==> src/rtl/sweep_pkg.sv <==
// Shared types and default widths for the frequency sweep generator.
package sweep_pkg;

  localparam int unsigned PhaseWidthDefault = 32;
  localparam int unsigned DwellWidthDefault = 16;

  typedef enum logic [1:0] {
    StIdle,
    StSweep,
    StDone
  } sweep_state_e;

endpackage

==> src/rtl/dwell_counter.sv <==
// Counts output transfers within one frequency step and flags the transfer that
// completes the dwell. A dwell of 0 behaves like a dwell of 1.
module dwell_counter
  import sweep_pkg::*;
#(
  parameter int unsigned DWELL_WIDTH = DwellWidthDefault
) (
  input  logic                   clk,
  input  logic                   rst,
  input  logic                   clear,
  input  logic                   xfer,
  input  logic [DWELL_WIDTH-1:0] dwell,
  output logic                   dwell_done
);

  logic [DWELL_WIDTH-1:0] count_q;
  logic [DWELL_WIDTH-1:0] dwell_last;

  // Index of the last transfer of a step; dwell=0 collapses onto a single transfer.
  always_comb begin
    dwell_last = (dwell == '0) ? '0 : dwell - DWELL_WIDTH'(1);
    dwell_done = xfer && (count_q == dwell_last);
  end

  // Transfer counter, cleared on a new configuration or at the end of each step.
  always_ff @(posedge clk or posedge rst) begin
    if (rst) begin
      count_q <= '0;
    end else if (clear) begin
      count_q <= '0;
    end else if (xfer) begin
      if (dwell_done) begin
        count_q <= '0;
      end else begin
        count_q <= count_q + DWELL_WIDTH'(1);
      end
    end
  end

endmodule

==> src/rtl/freq_sweep.sv <==
// Stepped frequency sweep generator feeding phase increments to an NCO.
// Optional feature: define FREQ_SWEEP_DOWN_EN to allow downward sweeps when
// start_inc > stop_inc; without it such a configuration yields one step at start_inc.
// The repeat control is exposed as repeat_en because "repeat" is a reserved word.
module freq_sweep
  import sweep_pkg::*;
#(
  parameter int unsigned PHASE_WIDTH = PhaseWidthDefault,
  parameter int unsigned DWELL_WIDTH = DwellWidthDefault
) (
  input  logic                   clk,
  input  logic                   rst,
  input  logic                   cfg_valid,
  output logic                   cfg_ready,
  input  logic [PHASE_WIDTH-1:0] start_inc,
  input  logic [PHASE_WIDTH-1:0] stop_inc,
  input  logic [PHASE_WIDTH-1:0] step_inc,
  input  logic [DWELL_WIDTH-1:0] dwell,
  input  logic                   repeat_en,
  input  logic                   abort,
  output logic                   out_valid,
  input  logic                   out_ready,
  output logic [PHASE_WIDTH-1:0] phase_inc,
  output logic                   busy,
  output logic                   done
);

  sweep_state_e state_q;

  logic [PHASE_WIDTH-1:0] start_q;
  logic [PHASE_WIDTH-1:0] stop_q;
  logic [PHASE_WIDTH-1:0] step_q;
  logic [DWELL_WIDTH-1:0] dwell_q;
  logic                   repeat_q;
  logic                   first_last_q;  // start step is already the final step
  logic                   last_q;        // current step is the final step
  logic [PHASE_WIDTH-1:0] phase_q;
  logic                   out_valid_q;
  logic                   busy_q;
  logic                   done_q;
`ifdef FREQ_SWEEP_DOWN_EN
  logic                   down_q;
  logic [PHASE_WIDTH:0]   diff_ext;
  logic [PHASE_WIDTH-1:0] down_next;
`endif

  logic                   capture;
  logic                   xfer;
  logic                   dwell_done;
  logic                   cfg_last;
  logic [PHASE_WIDTH:0]   sum_ext;
  logic [PHASE_WIDTH-1:0] up_next;
  logic [PHASE_WIDTH-1:0] next_phase;

  assign cfg_ready = (state_q == StIdle);
  assign capture   = cfg_valid && cfg_ready;
  assign xfer      = out_valid_q && out_ready;
  assign out_valid = out_valid_q;
  assign phase_inc = phase_q;
  assign busy      = busy_q;
  assign done      = done_q;

  dwell_counter #(
    .DWELL_WIDTH (DWELL_WIDTH)
  ) u_dwell_counter (
    .clk        (clk),
    .rst        (rst),
    .clear      (capture),
    .xfer       (xfer),
    .dwell      (dwell_q),
    .dwell_done (dwell_done)
  );

  // Next step value, one bit wider so a carry or borrow clamps to stop instead of wrapping.
  always_comb begin
    sum_ext = {1'b0, phase_q} + {1'b0, step_q};
    up_next = (sum_ext[PHASE_WIDTH] || (sum_ext[PHASE_WIDTH-1:0] > stop_q)) ?
              stop_q : sum_ext[PHASE_WIDTH-1:0];
`ifdef FREQ_SWEEP_DOWN_EN
    diff_ext   = {1'b0, phase_q} - {1'b0, step_q};
    down_next  = (diff_ext[PHASE_WIDTH] || (diff_ext[PHASE_WIDTH-1:0] < stop_q)) ?
                 stop_q : diff_ext[PHASE_WIDTH-1:0];
    next_phase = down_q ? down_next : up_next;
    cfg_last   = (step_inc == '0) || (start_inc == stop_inc);
`else
    next_phase = up_next;
    cfg_last   = (step_inc == '0) || (start_inc >= stop_inc);
`endif
  end

  // Sweep FSM with registered outputs.
  always_ff @(posedge clk or posedge rst) begin
    if (rst) begin
      state_q      <= StIdle;
      start_q      <= '0;
      stop_q       <= '0;
      step_q       <= '0;
      dwell_q      <= '0;
      repeat_q     <= 1'b0;
      first_last_q <= 1'b0;
      last_q       <= 1'b0;
      phase_q      <= '0;
      out_valid_q  <= 1'b0;
      busy_q       <= 1'b0;
      done_q       <= 1'b0;
`ifdef FREQ_SWEEP_DOWN_EN
      down_q       <= 1'b0;
`endif
    end else begin
      unique case (state_q)
        StIdle: begin
          done_q <= 1'b0;
          if (capture) begin
            start_q      <= start_inc;
            stop_q       <= stop_inc;
            step_q       <= step_inc;
            dwell_q      <= dwell;
            repeat_q     <= repeat_en;
            first_last_q <= cfg_last;
            last_q       <= cfg_last;
            phase_q      <= start_inc;
            out_valid_q  <= 1'b1;
            busy_q       <= 1'b1;
            state_q      <= StSweep;
`ifdef FREQ_SWEEP_DOWN_EN
            down_q       <= (start_inc > stop_inc);
`endif
          end
        end
        StSweep: begin
          // Abort wins over a step advance in the same cycle.
          if (abort) begin
            out_valid_q <= 1'b0;
            busy_q      <= 1'b0;
            done_q      <= 1'b1;
            state_q     <= StDone;
          end else if (dwell_done) begin
            if (last_q) begin
              if (repeat_q) begin
                phase_q <= start_q;
                last_q  <= first_last_q;
              end else begin
                out_valid_q <= 1'b0;
                busy_q      <= 1'b0;
                done_q      <= 1'b1;
                state_q     <= StDone;
              end
            end else begin
              phase_q <= next_phase;
              last_q  <= (next_phase == stop_q);
            end
          end
        end
        StDone: begin
          done_q  <= 1'b0;
          state_q <= StIdle;
        end
        default: begin
          state_q <= StIdle;
        end
      endcase
    end
  end

endmodule
==> config.mk <==
export PLATFORM = sky130hd
export DESIGN_NAME = freq_sweep
export DESIGN_NICKNAME = d
export VERILOG_FILES = /design/src/rtl/sweep_pkg.sv /design/src/rtl/dwell_counter.sv /design/src/rtl/freq_sweep.sv
export SDC_FILE = /design/constraint.sdc
export NUM_CORES = 1
export LEC_CHECK = 0
export ABC_AREA = 1
export ABC_CLOCK_PERIOD_IN_PS = 5200
export BUFFER_PORTS_ARGS = -buffer_cell sky130_fd_sc_hd__buf_2
export CORE_MARGIN = 3
export CORE_UTILIZATION = 55
export DETAILED_ROUTE_END_ITERATION = 10
export MAX_ROUTING_LAYER = met4
export PLACE_DENSITY = 0.76
export SETUP_SLACK_MARGIN = 0.02
export SLEW_MARGIN = 5
export SYNTH_ARGS = -nofsm -noshare
export SYNTH_HDL_FRONTEND = slang
export SYNTH_SLANG_ARGS = --single-unit
==> constraint.sdc <==
create_clock -name clk -period 5.2 [get_ports clk]
set_input_delay 0 -clock clk [delete_from_list [all_inputs] [get_ports clk]]
set_output_delay 0 -clock clk [all_outputs]
set_load 0.02 [all_outputs]
* Word-level counts from Yosys, hierarchy flattened *
Index checks and enable logic that the tools add are counted.

word-level totals
  bits in registers = 167
  logic and storage cells = 80
  output and inout port bits = 36
  input bits = 118

cells by class
  multiplexer cells = 34
  add/sub/neg operators = 3
  order comparisons = 2
  eq/ne operators = 11
  reductions and logical operators = 18

operators with widths
  kind                     number
  $mux W32                 6
  $mux W16                 4
  $pmux W32 S2             1
  $add A32 B32 Y33         1
  $eq A32 B32 Y1           1
  $ge A32 B32 Y1           1
  $gt A32 B32 Y1           1
  $logic_not A32 Y1        1
  $add A16 B1 Y16 const B  1
  $eq A16 B16 Y1           1
  $logic_not A16 Y1        1
  $sub A16 B1 Y16 const B  1
  $mux W1                  14
  $ne A3 B3 Y1 const B     4
  $reduce_and A4 Y1        3
  $mux W2                  5
  $reduce_and A5 Y1        2
  $pmux W1 S2              3
  $reduce_bool A2 Y1       3
  $ne A2 B2 Y1 const B     2
  $pmux W2 S2              1
  $logic_and A1 B1 Y1      3
  $eq A2 B1 Y1 const B     1
  $eq A2 B2 Y1 const B     1
  5 further kinds          6

* Depth between registers and ports, before layout *
Gate-level depths: netlist (run 1).

  depth after elaboration = 9
  mapped depth = 33
  mapped depth without buffers = 32

* Hierarchy *
From an unflattened synthesis (run 1), not the netlist that was laid out.

unflattened totals
  cells, all modules = 2060
  area, all modules = 13664.4 um^2

by module, submodules not included
  module         instances  seq. area each (um^2)  area an instance (um^2)  cells an instance
  freq_sweep     1          3778.6                 11796.3                  1722
  dwell_counter  1          400.4                  1868.0                   338

* Worst setup path before layout (run 1) *
Ideal clock, no wire load.

  kind = register to register
  from = register phase_q[0] (netlist: phase_inc[0])
  to = register phase_q[10] (netlist: phase_inc[10])
  clock period less this slack = 3752 ps
  library setup time = 123 ps
  required time = 5077 ps
  setup slack = 1448 ps
  cell stages (with the launch flop) = 27
  arrival = 3629 ps
  path through = dfrtp_1 ha_1 fa_1 nand3_1 nand3_1 nand2_1 nand2_1 nand2_1 nand2_1 nand2_1 nand2_1 nand2_1 nand2_1 ha_1 nand2_1 nor2_1 nand2_1 nor2_1 nand4_1 nand2_1 nand2_2 buf_2 buf_2 nand2_1 o211ai_1 a22oi_1 o21ai_2

between the ends
  cells in the longest elaborated chain, start to end = 8

RTL lines
  element                 line               source
  from (decl)             freq_sweep.sv:37   logic [PHASE_WIDTH-1:0] phase_q;
  from (signal assigned)  freq_sweep.sv:121  phase_q <= start_inc;
  from (signal assigned)  freq_sweep.sv:140  phase_q <= start_q;
  from (signal assigned)  freq_sweep.sv:149  phase_q <= next_phase;
  $add A32 B32 Y33 (*)    freq_sweep.sv:76   sum_ext = {1'b0, phase_q} + {1'b0, step_q};
  $gt A32 B32 Y1          freq_sweep.sv:77   up_next = (sum_ext[PHASE_WIDTH] || (sum_ext[PHASE_WIDTH-1:0] > stop_q)) ?
  $logic_or A1 B1 Y1      freq_sweep.sv:77
  $mux W32 (*)            freq_sweep.sv:77
  $mux W32 (*)            freq_sweep.sv:138  if (last_q) begin
  $mux W32 (*)            freq_sweep.sv:137  end else if (dwell_done) begin
  $mux W32 (*)            freq_sweep.sv:132  if (abort) begin
  $pmux W32 S2 (*)        freq_sweep.sv:110  unique case (state_q)

Mark *: on every way between the ends. The rest lies on a longest branch, timed or not. The select of a mux whose other input is x is not followed.
A chain may end at the register's enable or synchronous reset.

* Worst setup path after layout (run 1) *
  from = register phase_q[13] (netlist: phase_inc[13])
  to = register last_q

between the ends
  cells in the longest elaborated chain, start to end = 9

RTL lines
  element               line               source
  $add A32 B32 Y33 (*)  freq_sweep.sv:76
  $gt A32 B32 Y1        freq_sweep.sv:77
  $logic_or A1 B1 Y1    freq_sweep.sv:77
  $mux W32 (*)          freq_sweep.sv:77
  $eq A32 B32 Y1 (*)    freq_sweep.sv:150  last_q <= (next_phase == stop_q);
  $mux W1 (*)           freq_sweep.sv:138
  $mux W1 (*)           freq_sweep.sv:137
  $mux W1 (*)           freq_sweep.sv:132
  $pmux W1 S2 (*)       freq_sweep.sv:110
  to (signal assigned)  freq_sweep.sv:120  last_q <= cfg_last;
  to (signal assigned)  freq_sweep.sv:141  last_q <= first_last_q;
  to (signal assigned)  freq_sweep.sv:150
  to (decl)             freq_sweep.sv:36   logic last_q;

Marked as above.

==> out/results.tsv, run 1 <==
stage	metric	value	unit
outcome	status	complete, no violations	
place	post_dp_cell_area	14400	sq um
floorplan	design.core.area	23800	sq um
worst_hold_path	hp-class	in -> reg	
floorplan	die_y	162	um
timing	grt_setup_unrepaired	no	
yosys	synth-main-ff-cell	dfrtp_1	
floorplan	rows	56	
clock_tree	cts.sinks	167	
place	port_buffers	153	
yosys	synth_area_leaders	dfrtp_1 (31%), nand2_1 (18%), ha_1 (9.1%), inv_1 (8.1%), nor2_1 (5.2%)	
clock_tree	h-tree-depth	4	
yosys	synth_top_cell_area_share	31.0	%
yosys	synth_edf_count	0	
detailed_routing	ant_nets	0	
run	max-cap-violations	0	
detailed_routing	drt_pass1_iterations	6	
floorplan	start_util	56.7	%
clock_tree	clkLatencyLatePin	0.44	ns
timing	fin_hold_ws	0.0722	ns
critical_path	cp.arrival	5.01	ns
detailed_routing	drcViolationCount	0	
timing	maxSlewHeadroom	26.4	%
clock_tree	cts_setup_buffers	0	
critical_path	critPathBufInv	3	
critical_path	crit_top_cell	nand2_1	
clock_tree	cts.repair.resized	0	
global_routing	grt_remaining_overflow	0	
yosys	yosysSeqAreaShare	31.0	%
timing	period_share	89.2	%
critical_path	regToRegSetupSlack	0.56	ns
clock_tree	cts_buffer_depth	2	
critical_path	cp-end-kind	register	
timing	tightestPinTransition	1.10	ns
yosys	synth.distinct_cells	46	
global_routing	antenna_found_initial	0	
timing	hold_viol_final	0	
clock_tree	cts-buffers-inserted	17	
critical_path	start_kind	register	
detailed_routing	totalWireLength	44900	um
cells_and_area	final.fill_count	2061	
global_routing	grt_pass1_vias	13400	
timing	tns	0	ns
critical_path	crit_family	simple AND/OR/NAND/NOR gates	
timing	skew	0.0149	ns
timing	worst_slack	0.564	ns
yosys	syn-instance-count	1997	
floorplan	dieWidth	162	um
place	dp_slack	0.705	ns
detailed_routing	num_vias	14100	
critical_path	critPathKind	reg -> reg	
yosys	yosysMostFrequentCell	nand2_1	
cells_and_area	drive_gt1_share	13.5	%
timing	setup_viol	0	
detailed_routing	viasPerCell	5.49	
yosys	syn_nets	2214	
timing	finalCriticalPeriod	4.64	ns
yosys	synthTopCellsByCount	nand2_1 (635), inv_1 (290), nor2_1 (187)	
yosys	async_reset_ff_share	100	%
timing	fmax	216	MHz
cells_and_area	nNetsFinal	2451	
worst_hold_path	hold_start	abort	
detailed_routing	drt-initial-drc-count	1538	
clock_tree	cts_tree	yes	
clock_tree	root_buffer	clkbuf_16	
worst_hold_path	min_to	last_q	
floorplan	io_pins	154	
floorplan	die-area	26400	sq um
critical_path	timing.critical_path.slowest_cell_delay	0.44	ns
yosys	avgSynthCellArea	6.74	sq um
cells_and_area	diodes	0	
yosys	ys_warn_count	0	
critical_path	r2r-start	phase_inc[13]	
yosys	yosysTopAreaCell	dfrtp_1	
detailed_routing	wl_per_cell	17.5	um
cells_and_area	fin_area	16200	sq um
cells_and_area	area_delta_synth_final	20.2	%
clock_tree	holdBufCountCts	114	
worst_hold_path	min_path_cells	5	
critical_path	required	5.57	ns
critical_path	worst_path_max_delay_cell	dfrtp_1	
global_routing	grt_pass1_wl	71000	um
place	hpwl	33200	um
place	gp_congestion	1.00	
global_routing	track_usage	35.0	%
global_routing	grt_max_degree	102	
critical_path	worst-r2r-cell-count	28	
critical_path	worstPathMaxFanout	21	
yosys	ys_ff_latch	167	
yosys	syn_area	13500	sq um
clock_tree	clk_pin_slew_worst_paths	0.07	ns
critical_path	r2r-end	last_q	
timing	drv_slew	0	
[metal layers]
metal / part of all wire (%) / vias to the layer above / global-route usage, %
met5: 0 / - / -
met4: 2.8 / 0 / 9.93
met3: 7.0 / 78 / 5.06
met2: 46 / 568 / 55.4
met1: 44 / 6562 / 47.2
li1: - / 6877 / -
[how the worst max path moves through the flow]
stage / start / end / slack [ns] / depth (start not counted)
after floorplan: rst / busy / 0.68 / 1
after global placement: step_q[11] / last_q / 0.72 / 27
after detailed placement: phase_inc[0] / last_q / 0.70 / 30
after CTS: phase_inc[0] / last_q / 0.64 / 30
after global routing: phase_inc[0] / last_q / 0.23 / 28
final: phase_inc[13] / last_q / 0.56 / 28
[area by class of cell]
type / instances / area [sq um] / share of cell area [%]
Clock buffer: 18 / 429 / 2.65
Clock inverter: 13 / 163 / 1.01
Inverter: 301 / 1130 / 7.01
Multi-Input combinational cell: 1464 / 7850 / 48.5
Sequential cell: 167 / 4180 / 25.8
Tap cell: 319 / 399 / 2.47
Timing Repair Buffer: 283 / 2030 / 12.5
[worst reg2reg max path, delay by kind of cell (launching register included)]
kind	cells	cell delay, ns
buf+inv	3	0.48
flops	1	0.44
compound gates	1	0.13
simple gates	22	2.79
fa+ha+maj	2	0.70
[placed cells by master (no fill, tap or decap), types with 30 or more instances in the layout]
cell / netlist / routed
nand3_1: 71 / 71
o21ai_2: 34 / 34
a21oi_1: 50 / 50
nand2_1: 635 / 634
ha_1: 98 / 98
o211ai_1: 31 / 31
o21ai_0: 112 / 112
dlygate4sd3_1: 0 / 114
xor2_1: 32 / 32
nand2_2: 36 / 36
a22oi_1: 30 / 30
nor2_1: 187 / 187
nand4_1: 78 / 78
dfrtp_1: 167 / 167
buf_2: 9 / 153
inv_1: 290 / 288
[registers in the layout, summed over array words and instances (netlist names)]
signal	flops
u_dwell_counter.count_q	16
state_q	2
first_last_q	1
busy	1
last_q	1
dwell_q	16
phase_inc	32
step_q	32
done	1
repeat_q	1
start_q	32
stop_q	32
[kinds of logic (layout without fill, tap and decap cells)]
group | count (synthesis) | in the layout | share of synthesized area [%]
xor+xnor | 40 | 40 | 2.66
buf+inv | 366 | 615 | 10.8
simple gates | 1052 | 1052 | 33.6
flops | 167 | 167 | 31.0
compound gates | 273 | 273 | 12.7
fa+ha+maj | 99 | 99 | 9.26
[per-stage QoR]
| step | instances | utilization, % |
|---|---|---|
| floorplan | 1997 | - |
| global placement | 2420 | 60.8 |
| detailed placement | 2420 | 60.8 |
| CTS | 2565 | 68.1 |
| global route | 2565 | 68.1 |
| finish | 2565 | 68.1 |
Power of run 1 is left out: the tool's default activity adds up to more than one toggle a clock period on the data nets, which glitch-free logic cannot reach.
==> inputs of run 2 (changes only) <==
Settings changed: ABC_CLOCK_PERIOD_IN_PS 5200 to 5500.
Clock period 5.2 ns to 5.5 ns, I/O delays scaled along.
==> out/results.tsv, run 2 (synthesized netlist as in run 1, its figures left out) <==
stage	metric	value	unit	change
outcome	status	complete, no violations		unchanged
timing	skew	0.0175	ns	was 0.0149 ns
detailed_routing	wl_per_cell	17.2	um	was 17.5 um
timing	period_share	91.3	%	was 89.2%
place	hpwl	32600	um	was 33200 um
timing	finalCriticalPeriod	5.02	ns	was 4.64 ns
global_routing	grt_pass1_wl	69600	um	was 71000 um
floorplan	die_y	162	um	unchanged
critical_path	timing.critical_path.slowest_cell_delay	0.45	ns	was 0.44 ns
global_routing	grt_remaining_overflow	0		unchanged
global_routing	grt_pass1_vias	13400		about the same
critical_path	worst_path_max_delay_cell	nand2_2		was dfrtp_1
critical_path	cp.arrival	5.33	ns	was 5.01 ns
timing	fmax	199	MHz	was 216 MHz
detailed_routing	totalWireLength	44100	um	was 44900 um
detailed_routing	drt-initial-drc-count	1430		was 1538
clock_tree	root_buffer	clkbuf_16		unchanged
floorplan	die-area	26400	sq um	unchanged
worst_hold_path	hold_start	abort		unchanged
floorplan	design.core.area	23800	sq um	unchanged
critical_path	cp-end-kind	register		unchanged
clock_tree	holdBufCountCts	114		unchanged
clock_tree	clk_pin_slew_worst_paths	0.08	ns	was 0.07 ns
timing	setup_viol	0		unchanged
critical_path	r2r-start	phase_inc[0]		was phase_inc[13]
critical_path	crit_family	simple AND/OR/NAND/NOR gates		unchanged
timing	drv_slew	0		unchanged
detailed_routing	viasPerCell	5.48		was 5.49
place	port_buffers	153		unchanged
detailed_routing	ant_nets	0		unchanged
cells_and_area	diodes	0		unchanged
clock_tree	cts_tree	yes		unchanged
cells_and_area	final_util	68.0	%	was 68.1%
run	max-cap-violations	0		unchanged
clock_tree	cts-buffers-inserted	17		unchanged
clock_tree	cts.repair.resized	0		unchanged
detailed_routing	drcViolationCount	0		unchanged
cells_and_area	final_common_cell	nand2_1		unchanged
worst_hold_path	min_to	last_q		unchanged
clock_tree	cts_setup_buffers	0		unchanged
clock_tree	cts_buffer_depth	2		unchanged
cells_and_area	area_delta_synth_final	19.9	%	was 20.2%
critical_path	critPathBufInv	1		was 3
timing	grt_setup_unrepaired	no		unchanged
clock_tree	clkLatencyLatePin	0.45	ns	was 0.44 ns
global_routing	track_usage	34.3	%	was 35.0%
critical_path	required	5.81	ns	was 5.57 ns
detailed_routing	drt_pass1_iterations	5		was 6
place	gp_congestion	0.992		was 1.00
critical_path	crit_top_cell	nand2_1		unchanged
clock_tree	cts.sinks	167		unchanged
cells_and_area	final_cell_mix	nand2_1 (634), inv_1 (288), nor2_1 (187), dfrtp_1 (167), buf_2 (153)		unchanged
timing	hold_viol_final	0		unchanged
floorplan	start_util	56.7	%	unchanged
timing	tns	0	ns	unchanged
clock_tree	h-tree-depth	4		unchanged
critical_path	worstPathMaxFanout	29		was 21
critical_path	critPathKind	reg -> reg		unchanged
timing	tightestPinTransition	1.20	ns	was 1.10 ns
worst_hold_path	hp-class	in -> reg		unchanged
floorplan	rows	56		unchanged
critical_path	regToRegSetupSlack	0.48	ns	was 0.56 ns
critical_path	start_kind	register		unchanged
global_routing	grt_max_degree	96		was 102
critical_path	r2r-end	phase_inc[25]		was last_q
cells_and_area	drive_gt1_share	13.5	%	about the same
detailed_routing	num_vias	14000		was 14100
floorplan	io_pins	154		unchanged
critical_path	worst-r2r-cell-count	26		was 28
cells_and_area	nNetsFinal	2447		was 2451
worst_hold_path	min_path_cells	5		unchanged
floorplan	dieWidth	162	um	unchanged
global_routing	antenna_found_initial	0		unchanged
timing	maxSlewHeadroom	19.8	%	was 26.4%
[run 2: layout make-up]
cell class,count,area (sq um)
multi-input cells,1464,7850
fillers,2058,7610
flip-flops and latches,167,4180
repair buffers,279,2000
inverters,301,1130
clock buffers,18,439
well taps,319,399
clock inverters,14,149
[run 2: how the worst max path moves through the flow]
stage / start / slack, ns / to / cells past startpoint
floorplan: rst / 0.98 / busy / 1
global placement: phase_inc[0] / 0.62 / phase_inc[25] / 26
detailed placement: phase_inc[0] / 0.61 / phase_inc[25] / 26
CTS: phase_inc[0] / 0.57 / phase_inc[25] / 26
global route: phase_inc[2] / 0.09 / last_q / 29
finish: phase_inc[0] / 0.48 / phase_inc[25] / 26
[run 2: per-stage QoR]
stage,cell area (sq um),worst slack [ns],std cells,hold slack [ns]
2_1_floorplan,13500,0.982,1997,0.110
3_3_place_gp,14400,0.616,2416,0.122
3_5_place_dp,14400,0.610,2416,0.121
4_1_cts,16100,0.571,2562,0.0293
5_1_grt,16100,0.0914,2562,0.109
6_report,16100,0.480,2562,0.0267
[run 2: metal layers]
metal,GRT usage [%],vias up,wire length [um]
met2,55.8,551,20600
met1,45.6,6557,19200
li1,-,6869,-
met3,4.45,70,3160
met5,-,-,0
met4,9.11,0,1040
[run 2: worst register-to-register path, stage by stage (launching register included)]
cell and delay (ns):
dfrtp_1 0.42, ha_1 0.27, fa_1 0.44, nand3_1 0.10, nand3_1 0.26, nand2_1 0.14, nand2_1 0.21, nand2_1 0.12
nand2_1 0.11, nand2_1 0.12, nand2_1 0.06, nand2_1 0.06, nand2_1 0.13, ha_1 0.32, nand2_1 0.07, nor2_1 0.21
nand2_1 0.11, nor2_1 0.16, nand2_1 0.07, nand2_1 0.05, nand2_1 0.07, nand2_2 0.45, inv_2 0.25, nand2_1 0.12
o211ai_1 0.16, a22oi_1 0.32, o21ai_2 0.10
Power of run 2 is left out for the same reason.
